--- src/rtl/pblaze_io_pkg.sv ---
// Shared definitions for the kcpsm6 port-space hub: register offsets,
// interrupt FSM encoding and the ID register layout.
package pblaze_io_pkg;

    localparam logic [5:0] OFS_OUT  = 6'h00;
    localparam logic [5:0] OFS_IN   = 6'h10;
    localparam logic [5:0] OFS_STAT = 6'h20;
    localparam logic [5:0] OFS_MASK = 6'h21;
    localparam logic [5:0] OFS_PEND = 6'h22;
    localparam logic [5:0] OFS_ID   = 6'h23;

    localparam logic [3:0] ID_NIBBLE = 4'h1;

    typedef enum logic [1:0] {
        IRQ_IDLE    = 2'd0,
        IRQ_REQ     = 2'd1,
        IRQ_HOLDOFF = 2'd2
    } irq_state_e;

    // The upper nibble of the ID register holds the interrupt source count.
    function automatic logic [7:0] id_byte(input int num_irq);
        logic [31:0] n;
        n = num_irq;
        return {n[3:0], ID_NIBBLE};
    endfunction

endpackage

--- src/rtl/pblaze_io_hub_if.sv ---
// kcpsm6 port bus as seen by a port-space peripheral.
interface pblaze_io_hub_if;
    // Strobe semantics: write_strobe/read_strobe are single-cycle qualifiers of
    // port_id; a write lands on the strobe edge, read data is registered and
    // valid one cycle later. interrupt is a level held until interrupt_ack.
    logic [7:0] port_id;
    logic       write_strobe;
    logic [7:0] out_port;
    logic       read_strobe;
    logic [7:0] in_port;
    logic       interrupt;
    logic       interrupt_ack;

    modport master (
        output port_id, write_strobe, out_port, read_strobe, interrupt_ack,
        input  in_port, interrupt
    );

    modport slave (
        input  port_id, write_strobe, out_port, read_strobe, interrupt_ack,
        output in_port, interrupt
    );

endinterface

--- src/rtl/pblaze_irq_ctrl.sv ---
// Edge-latched interrupt controller: rise detect, status/mask registers and
// the request/acknowledge state machine driving the kcpsm6 interrupt line.
module pblaze_irq_ctrl
    import pblaze_io_pkg::*;
#(
    parameter int NUM_IRQ = 4
) (
    input  logic               clk,
    input  logic               reset,
    input  logic [NUM_IRQ-1:0] irq_src,
    input  logic               stat_w1c,
    input  logic               mask_we,
    input  logic [NUM_IRQ-1:0] wdata,
    input  logic               ack,
    output logic [NUM_IRQ-1:0] status,
    output logic [NUM_IRQ-1:0] mask,
    output logic [NUM_IRQ-1:0] pend,
    output logic               interrupt,
    output irq_state_e         state
);

    logic [NUM_IRQ-1:0] src_d;
    logic [NUM_IRQ-1:0] rise;

    assign rise = irq_src & ~src_d;
    assign pend = status & mask;

    // A new rise is OR-ed in after the clear so it is never lost to a W1C.
    always_ff @(posedge clk or negedge reset) begin
        if (!reset) begin
            src_d  <= '0;
            status <= '0;
            mask   <= '0;
        end else begin
            src_d <= irq_src;
            if (stat_w1c) begin
                status <= (status & ~wdata) | rise;
            end else begin
                status <= status | rise;
            end
            if (mask_we) begin
                mask <= wdata;
            end
        end
    end

    always_ff @(posedge clk or negedge reset) begin
        if (!reset) begin
            state     <= IRQ_IDLE;
            interrupt <= 1'b0;
        end else begin
            case (state)
                IRQ_IDLE: begin
                    if (|pend) begin
                        state     <= IRQ_REQ;
                        interrupt <= 1'b1;
                    end
                end
                IRQ_REQ: begin
                    // Held regardless of pend until the CPU acknowledges.
                    if (ack) begin
                        state     <= IRQ_HOLDOFF;
                        interrupt <= 1'b0;
                    end
                end
                IRQ_HOLDOFF: begin
                    state     <= IRQ_IDLE;
                    interrupt <= 1'b0;
                end
                default: begin
                    state     <= IRQ_IDLE;
                    interrupt <= 1'b0;
                end
            endcase
        end
    end

endmodule

--- src/rtl/pblaze_io_hub.sv ---
// kcpsm6 port-space hub: address decode, output registers, input channels
// with pop strobes, registered read mux and the interrupt controller.
module pblaze_io_hub
    import pblaze_io_pkg::*;
#(
    parameter int         NUM_OUT   = 4,
    parameter int         NUM_IN    = 4,
    parameter int         NUM_IRQ   = 4,
    parameter logic [7:0] BASE_ADDR = 8'h00,
    parameter logic [7:0] OUT_RESET = 8'h00
) (
    input  logic                  clk,
    input  logic                  reset,
    pblaze_io_hub_if.slave        bus,
    output logic [8*NUM_OUT-1:0]  out_regs,
    input  logic [8*NUM_IN-1:0]   in_data,
    output logic [NUM_IN-1:0]     in_pop,
    input  logic [NUM_IRQ-1:0]    irq_src,
    output irq_state_e            dbg_irq_state
);

    localparam logic [7:0] ID_VAL = id_byte(NUM_IRQ);

    logic               hit;
    logic [5:0]         ofs;
    logic               we;
    logic [7:0]         out_q [NUM_OUT];
    logic [7:0]         rdata;
    logic [NUM_IN-1:0]  pop_d;
    logic [NUM_IRQ-1:0] status;
    logic [NUM_IRQ-1:0] mask;
    logic [NUM_IRQ-1:0] pend;

    assign hit = (bus.port_id[7:6] == BASE_ADDR[7:6]);
    assign ofs = bus.port_id[5:0];
    assign we  = bus.write_strobe & hit;

    pblaze_irq_ctrl #(
        .NUM_IRQ (NUM_IRQ)
    ) u_irq (
        .clk       (clk),
        .reset     (reset),
        .irq_src   (irq_src),
        .stat_w1c  (we && (ofs == OFS_STAT)),
        .mask_we   (we && (ofs == OFS_MASK)),
        .wdata     (bus.out_port[NUM_IRQ-1:0]),
        .ack       (bus.interrupt_ack),
        .status    (status),
        .mask      (mask),
        .pend      (pend),
        .interrupt (bus.interrupt),
        .state     (dbg_irq_state)
    );

    always_ff @(posedge clk or negedge reset) begin
        if (!reset) begin
            for (int k = 0; k < NUM_OUT; k++) begin
                out_q[k] <= OUT_RESET;
            end
        end else if (we && (ofs[5:4] == OFS_OUT[5:4])) begin
            for (int k = 0; k < NUM_OUT; k++) begin
                if (ofs[3:0] == 4'(k)) begin
                    out_q[k] <= bus.out_port;
                end
            end
        end
    end

    for (genvar k = 0; k < NUM_OUT; k++) begin : g_out
        assign out_regs[8*k +: 8] = out_q[k];
    end

    // Unmapped channels simply never match the loop bound, so they read 0.
    always_comb begin
        rdata = 8'h00;
        if (hit) begin
            if (ofs[5:4] == OFS_OUT[5:4]) begin
                for (int k = 0; k < NUM_OUT; k++) begin
                    if (ofs[3:0] == 4'(k)) rdata = out_q[k];
                end
            end else if (ofs[5:4] == OFS_IN[5:4]) begin
                for (int k = 0; k < NUM_IN; k++) begin
                    if (ofs[3:0] == 4'(k)) rdata = in_data[8*k +: 8];
                end
            end else begin
                case (ofs)
                    OFS_STAT: rdata = 8'(status);
                    OFS_MASK: rdata = 8'(mask);
                    OFS_PEND: rdata = 8'(pend);
                    OFS_ID:   rdata = ID_VAL;
                    default:  rdata = 8'h00;
                endcase
            end
        end
    end

    always_comb begin
        pop_d = '0;
        if (bus.read_strobe && hit && (ofs[5:4] == OFS_IN[5:4])) begin
            for (int k = 0; k < NUM_IN; k++) begin
                if (ofs[3:0] == 4'(k)) pop_d[k] = 1'b1;
            end
        end
    end

    always_ff @(posedge clk or negedge reset) begin
        if (!reset) begin
            bus.in_port <= 8'h00;
            in_pop      <= '0;
        end else begin
            bus.in_port <= rdata;
            in_pop      <= pop_d;
        end
    end

endmodule

--- src/flat_wrapper.sv ---
// flat-port wrapper written by rule: the top's interface ports become plain ports
module pblaze_io_hub_flat import pblaze_io_pkg::*;
#(
    parameter int         NUM_OUT   = 4,
    parameter int         NUM_IN    = 4,
    parameter int         NUM_IRQ   = 4,
    parameter logic [7:0] BASE_ADDR = 8'h00,
    parameter logic [7:0] OUT_RESET = 8'h00
)
  (clk, reset, out_regs, in_data, in_pop, irq_src, dbg_irq_state, bus_port_id, bus_write_strobe, bus_out_port, bus_read_strobe, bus_interrupt_ack, bus_in_port, bus_interrupt);
  pblaze_io_hub_if bus_i ();
  input  logic clk;
  input  logic reset;
  output logic [8*NUM_OUT-1:0] out_regs;
  input  logic [8*NUM_IN-1:0] in_data;
  output logic [NUM_IN-1:0] in_pop;
  input  logic [NUM_IRQ-1:0] irq_src;
  output irq_state_e dbg_irq_state;
  input wire logic [$bits(bus_i.port_id)-1:0] bus_port_id;
  input wire logic [$bits(bus_i.write_strobe)-1:0] bus_write_strobe;
  input wire logic [$bits(bus_i.out_port)-1:0] bus_out_port;
  input wire logic [$bits(bus_i.read_strobe)-1:0] bus_read_strobe;
  input wire logic [$bits(bus_i.interrupt_ack)-1:0] bus_interrupt_ack;
  output wire logic [$bits(bus_i.in_port)-1:0] bus_in_port;
  output wire logic [$bits(bus_i.interrupt)-1:0] bus_interrupt;
  assign bus_i.port_id = bus_port_id;
  assign bus_i.write_strobe = bus_write_strobe;
  assign bus_i.out_port = bus_out_port;
  assign bus_i.read_strobe = bus_read_strobe;
  assign bus_i.interrupt_ack = bus_interrupt_ack;
  assign bus_in_port = bus_i.in_port;
  assign bus_interrupt = bus_i.interrupt;
  pblaze_io_hub #(.NUM_OUT(NUM_OUT), .NUM_IN(NUM_IN), .NUM_IRQ(NUM_IRQ), .BASE_ADDR(BASE_ADDR), .OUT_RESET(OUT_RESET)) u_core (.clk(clk), .reset(reset), .bus(bus_i), .out_regs(out_regs), .in_data(in_data), .in_pop(in_pop), .irq_src(irq_src), .dbg_irq_state(dbg_irq_state));
endmodule
--- config.mk ---
export PLATFORM = sky130hd
export DESIGN_NAME = pblaze_io_hub_flat
export DESIGN_NICKNAME = d
export VERILOG_FILES = /design/src/rtl/pblaze_io_pkg.sv /design/src/rtl/pblaze_io_hub_if.sv /design/src/rtl/pblaze_irq_ctrl.sv /design/src/rtl/pblaze_io_hub.sv /design/src/flat_wrapper.sv
export SDC_FILE = /design/constraint.sdc
export NUM_CORES = 1
export LEC_CHECK = 0
export CAP_MARGIN = 0
export CORE_AREA = 2 2 84 86
export CTS_CLUSTER_DIAMETER = 120
export DETAILED_ROUTE_END_ITERATION = 16
export DIE_AREA = 0 0 86 88
export GPL_ROUTABILITY_DRIVEN = 0
export GPL_TIMING_DRIVEN = 0
export PLACE_DENSITY = 0.85
export SYNTH_ARGS = -nofsm -noshare
export SYNTH_HDL_FRONTEND = slang
export SYNTH_SLANG_ARGS = --single-unit
--- constraint.sdc ---
create_clock -name clk -period 1.35 [get_ports clk]
set_clock_uncertainty 0.1 [all_clocks]
set_input_delay 0.135 -clock clk [delete_from_list [all_inputs] [get_ports clk]]
set_output_delay 0.135 -clock clk [all_outputs]
set_load 0.02 [all_outputs]
==> flow_summary_export.csv <==
group,metric,value,unit
status,outcome,"complete, but fails checks",
status,violations,"setup timing",
setup_path,crit_required,1.44,ns
global_route,antenna_found_initial,0,
setup_path,cp_max_fo,3,
clocking,cts_made_buffers,9,
cells_and_area,final_nets,421,
setup_path,ff2ff_path_depth,3,
die,coreArea,6640,sq um
clocking,clock_latency,0.34,ns
clocking,cts_root_buf,"clkbuf_8",
synth,async_flop_share,1.00,
detailed_routing,drc_errors,0,
hold_path,holdPathStages,3,
detailed_routing,wl_per_cell,20.9,um
clocking,cts_tree,"done",
synth,syn_inst,234,
synth,ys.flop_type,"dfrtp_1",
die,fp.dieH,88,um
synth,yosysSeqAreaShare,0.501,
timing,max_freq,0.678,GHz
power_and_ir_drop,combinationalPowerShare,0.209,
timing,relSlewSlack,0.609,
synth,synth_top_area_cell,"dfrtp_1",
placed_design,port_buffers,103,
global_route,grt_pass1_vias,2726,
global_route,grt_start_max_net_pins,40,
detailed_routing,vias,2604,
timing,setup_viol,1,
synth,syn_avg_cell_area,12.4,sq um
setup_path,worst-setup-path-type,"reg2reg",
detailed_routing,vias_per_cell,5.80,
detailed_routing,wirelength,9.39,mm
power_and_ir_drop,power.internal,3.20,mW
detailed_routing,drt-pass1-iter-count,6,
placed_design,dp.cells,418,
power_and_ir_drop,clkPwrFrac,0.369,
hold_path,hold_end,"u_core.bus.in_port[7]",
synth,netlist-cell-type-count,45,
setup_path,reg2reg_to,"u_core.bus.in_port[1]",
power_and_ir_drop,power.share.switching,0.283,
cells_and_area,syn_to_final_growth,55.2,%
setup_path,crit_arrival,1.56,ns
die,ios,104,
timing,hold_violations,0,
placed_design,dp_hpwl,6.39,mm
setup_path,worstSetupEndpointType,"flop",
synth,yosys_warnings,0,
cells_and_area,post-route-cell-area,4500,sq um
synth,synth_commonest_cells,"dfrtp_1, mux2_2, nor2_1",
cells_and_area,finalNonFillerCells,449,
die,die_w,86,um
power_and_ir_drop,p_per_area,992,nW/um^2
synth,yosysMostFrequentCell,"dfrtp_1",
hold_path,hold_start,"bus_port_id[7]",
timing,setup_tns,-0.124,ns
detailed_routing,drtIter0Drc,296,
setup_path,critPathLaunchType,"flop",
timing,min_period,1.47,ns
clocking,cts.htree.levels,3,
cells_and_area,fill_cells,484,
job,maxCapViolCount,0,
setup_path,timing.rr.start,"u_core.out_regs[25]",
global_route,track_usage,0.254,
cells_and_area,final_layout_size_suffix_gt1_frac,0.360,
die,initial_core_util,0.436,
power_and_ir_drop,p_total,4.47,mW
synth,syn_area,2900,sq um
timing,finalCritPeriodShare,1.09,
timing,rsz0062_at_grt,"yes",
timing,tightest_slew,0.587,ns
synth,synth.net_count,291,
power_and_ir_drop,p_sw,1.26,mW
global_route,grt_pass1_wl,14.4,mm
placed_design,placed_cell_area,4070,sq um
synth,synth-edff-count,0,
die,row_count,30,
synth,synth.top_cell.area_share,0.501,
timing,whs,0.0115,ns
clocking,clkTransAtPathRegs,0.07,ns
power_and_ir_drop,worst_ir_drop_vdd,512,uV
synth,synth_area_leaders,"dfrtp_1, mux2_2, mux2_4",
power_and_ir_drop,p_seq_frac,0.422,
timing,setup_slack,-0.124,ns
clocking,clk_path_buf_depth,2,
global_route,grt_overflow,0,
cells_and_area,antennaDiodeCount,0,
detailed_routing,final_antenna_net_count,0,
setup_path,r2r_slack,-0.12,ns
power_and_ir_drop,p_leak,2.19,nW
timing,drv_slew,0,
synth,yosys_register_bits,58,
die,die_area,7570,sq um
hold_path,holdCritPathClass,"in2reg",
clocking,clkSinkCount,58,
-- sequential cells by signal (all words and copies together) (netlist names) --
name and flops:
u_core.bus.in_port 8, u_core.in_pop 4, u_core.out_regs 32, u_core.u_irq.mask 4, u_core.u_irq.src_d 4, u_core.u_irq.state 2, u_core.u_irq.status 4
-- what timing repair did --
action	in CTS	in global routing
pin swaps	8	12
hold buffers	1	0
endpoints found under the setup margin	95	45
setup buffers	13	5
gates resized for setup	110	25
hold endpoints to repair	19	0
gates cloned	0	0
-- placed cells by master, fill, tap and decap left out, drive strengths merged, types with 2 or more instances in the layout --
cell and n:
clkbuf 13, nor4 2, a211o 2, nand2b 4, nand3 4, dfrtp 58
nand2 11, o2bb2ai 2, nor3 5, clkinv 3, o21a 2, o22ai 7
a2111oi 3, inv 7, a221oi 2, a22oi 2, mux2i 9, nor2 14
nor2b 4, mux2 40, mux4 5, a21oi 10, a22o 4, clkdlybuf4s15 8
nand4 2, a211oi 8, clkdlybuf4s50 46, or2 3, dlygate4sd2 40, buf 35
-- cell families after synthesis --
family | count (synthesis) | share of synthesized area
AO/OA/AOI/OAI | 45 | 0.114
flip-flops | 58 | 0.501
AND/OR/NAND/NOR | 57 | 0.113
buffers and inverters | 20 | 0.0371
multiplexers | 54 | 0.236
-- cell type report --
type	instances	area, sq um	area share
Sequential cell	58	1450	0.323
Clock buffer	10	138	0.0306
Tap cell	80	100	0.0222
Multi-Input combinational cell	156	1520	0.337
Inverter	6	22.5	0.00500
Clock inverter	6	65.1	0.0145
Buffer	10	85.1	0.0189
Timing Repair Buffer	123	1120	0.249
-- critical path, cell delays in order (launching register included) --
cell	delay, ns
dfrtp_2	0.42
mux4_2	0.52
a21oi_2	0.19
a211oi_2	0.10
-- power by group through the flow --
stage / logic (mW) / clock network [mW] / registers (mW)
floorplan: 0.294 / 0 / 2.00
global placement: 0.825 / 0 / 1.92
detailed placement: 0.851 / 0 / 1.92
CTS: 0.889 / 1.66 / 1.88
global route: 0.986 / 1.75 / 1.89
finish: 0.932 / 1.65 / 1.88
-- metrics by stage --
step,util,setup slack (ns)
global placement,0.610,-1.84
global route,0.677,-0.142
finish,0.677,-0.124
floorplan,-,-0.164
CTS,0.665,-0.0425
detailed placement,0.612,-0.858
-- how the worst max path moves through the flow --
| stage | from | to |
|---|---|---|
| global placement | reset | u_core.out_regs[25] |
| floorplan | bus_port_id[7] | u_core.out_regs[16] |
| finish | u_core.out_regs[25] | u_core.bus.in_port[1] |
| CTS | u_core.out_regs[25] | u_core.bus.in_port[1] |
| global route | bus_port_id[1] | u_core.bus.in_port[1] |
| detailed placement | bus_port_id[3] | u_core.bus.in_port[2] |
-- metal layers --
| layer | global-route usage | vias up | share of wire |
|---|---|---|---|
| li1 | - | 1134 | - |
| met1 | 0.324 | 1301 | 0.40 |
| met2 | 0.421 | 137 | 0.50 |
| met3 | 0.0547 | 32 | 0.076 |
| met4 | 0.111 | 0 | 0.028 |
| met5 | 0 | - | 0 |
(Power assumes the default switching activity.)
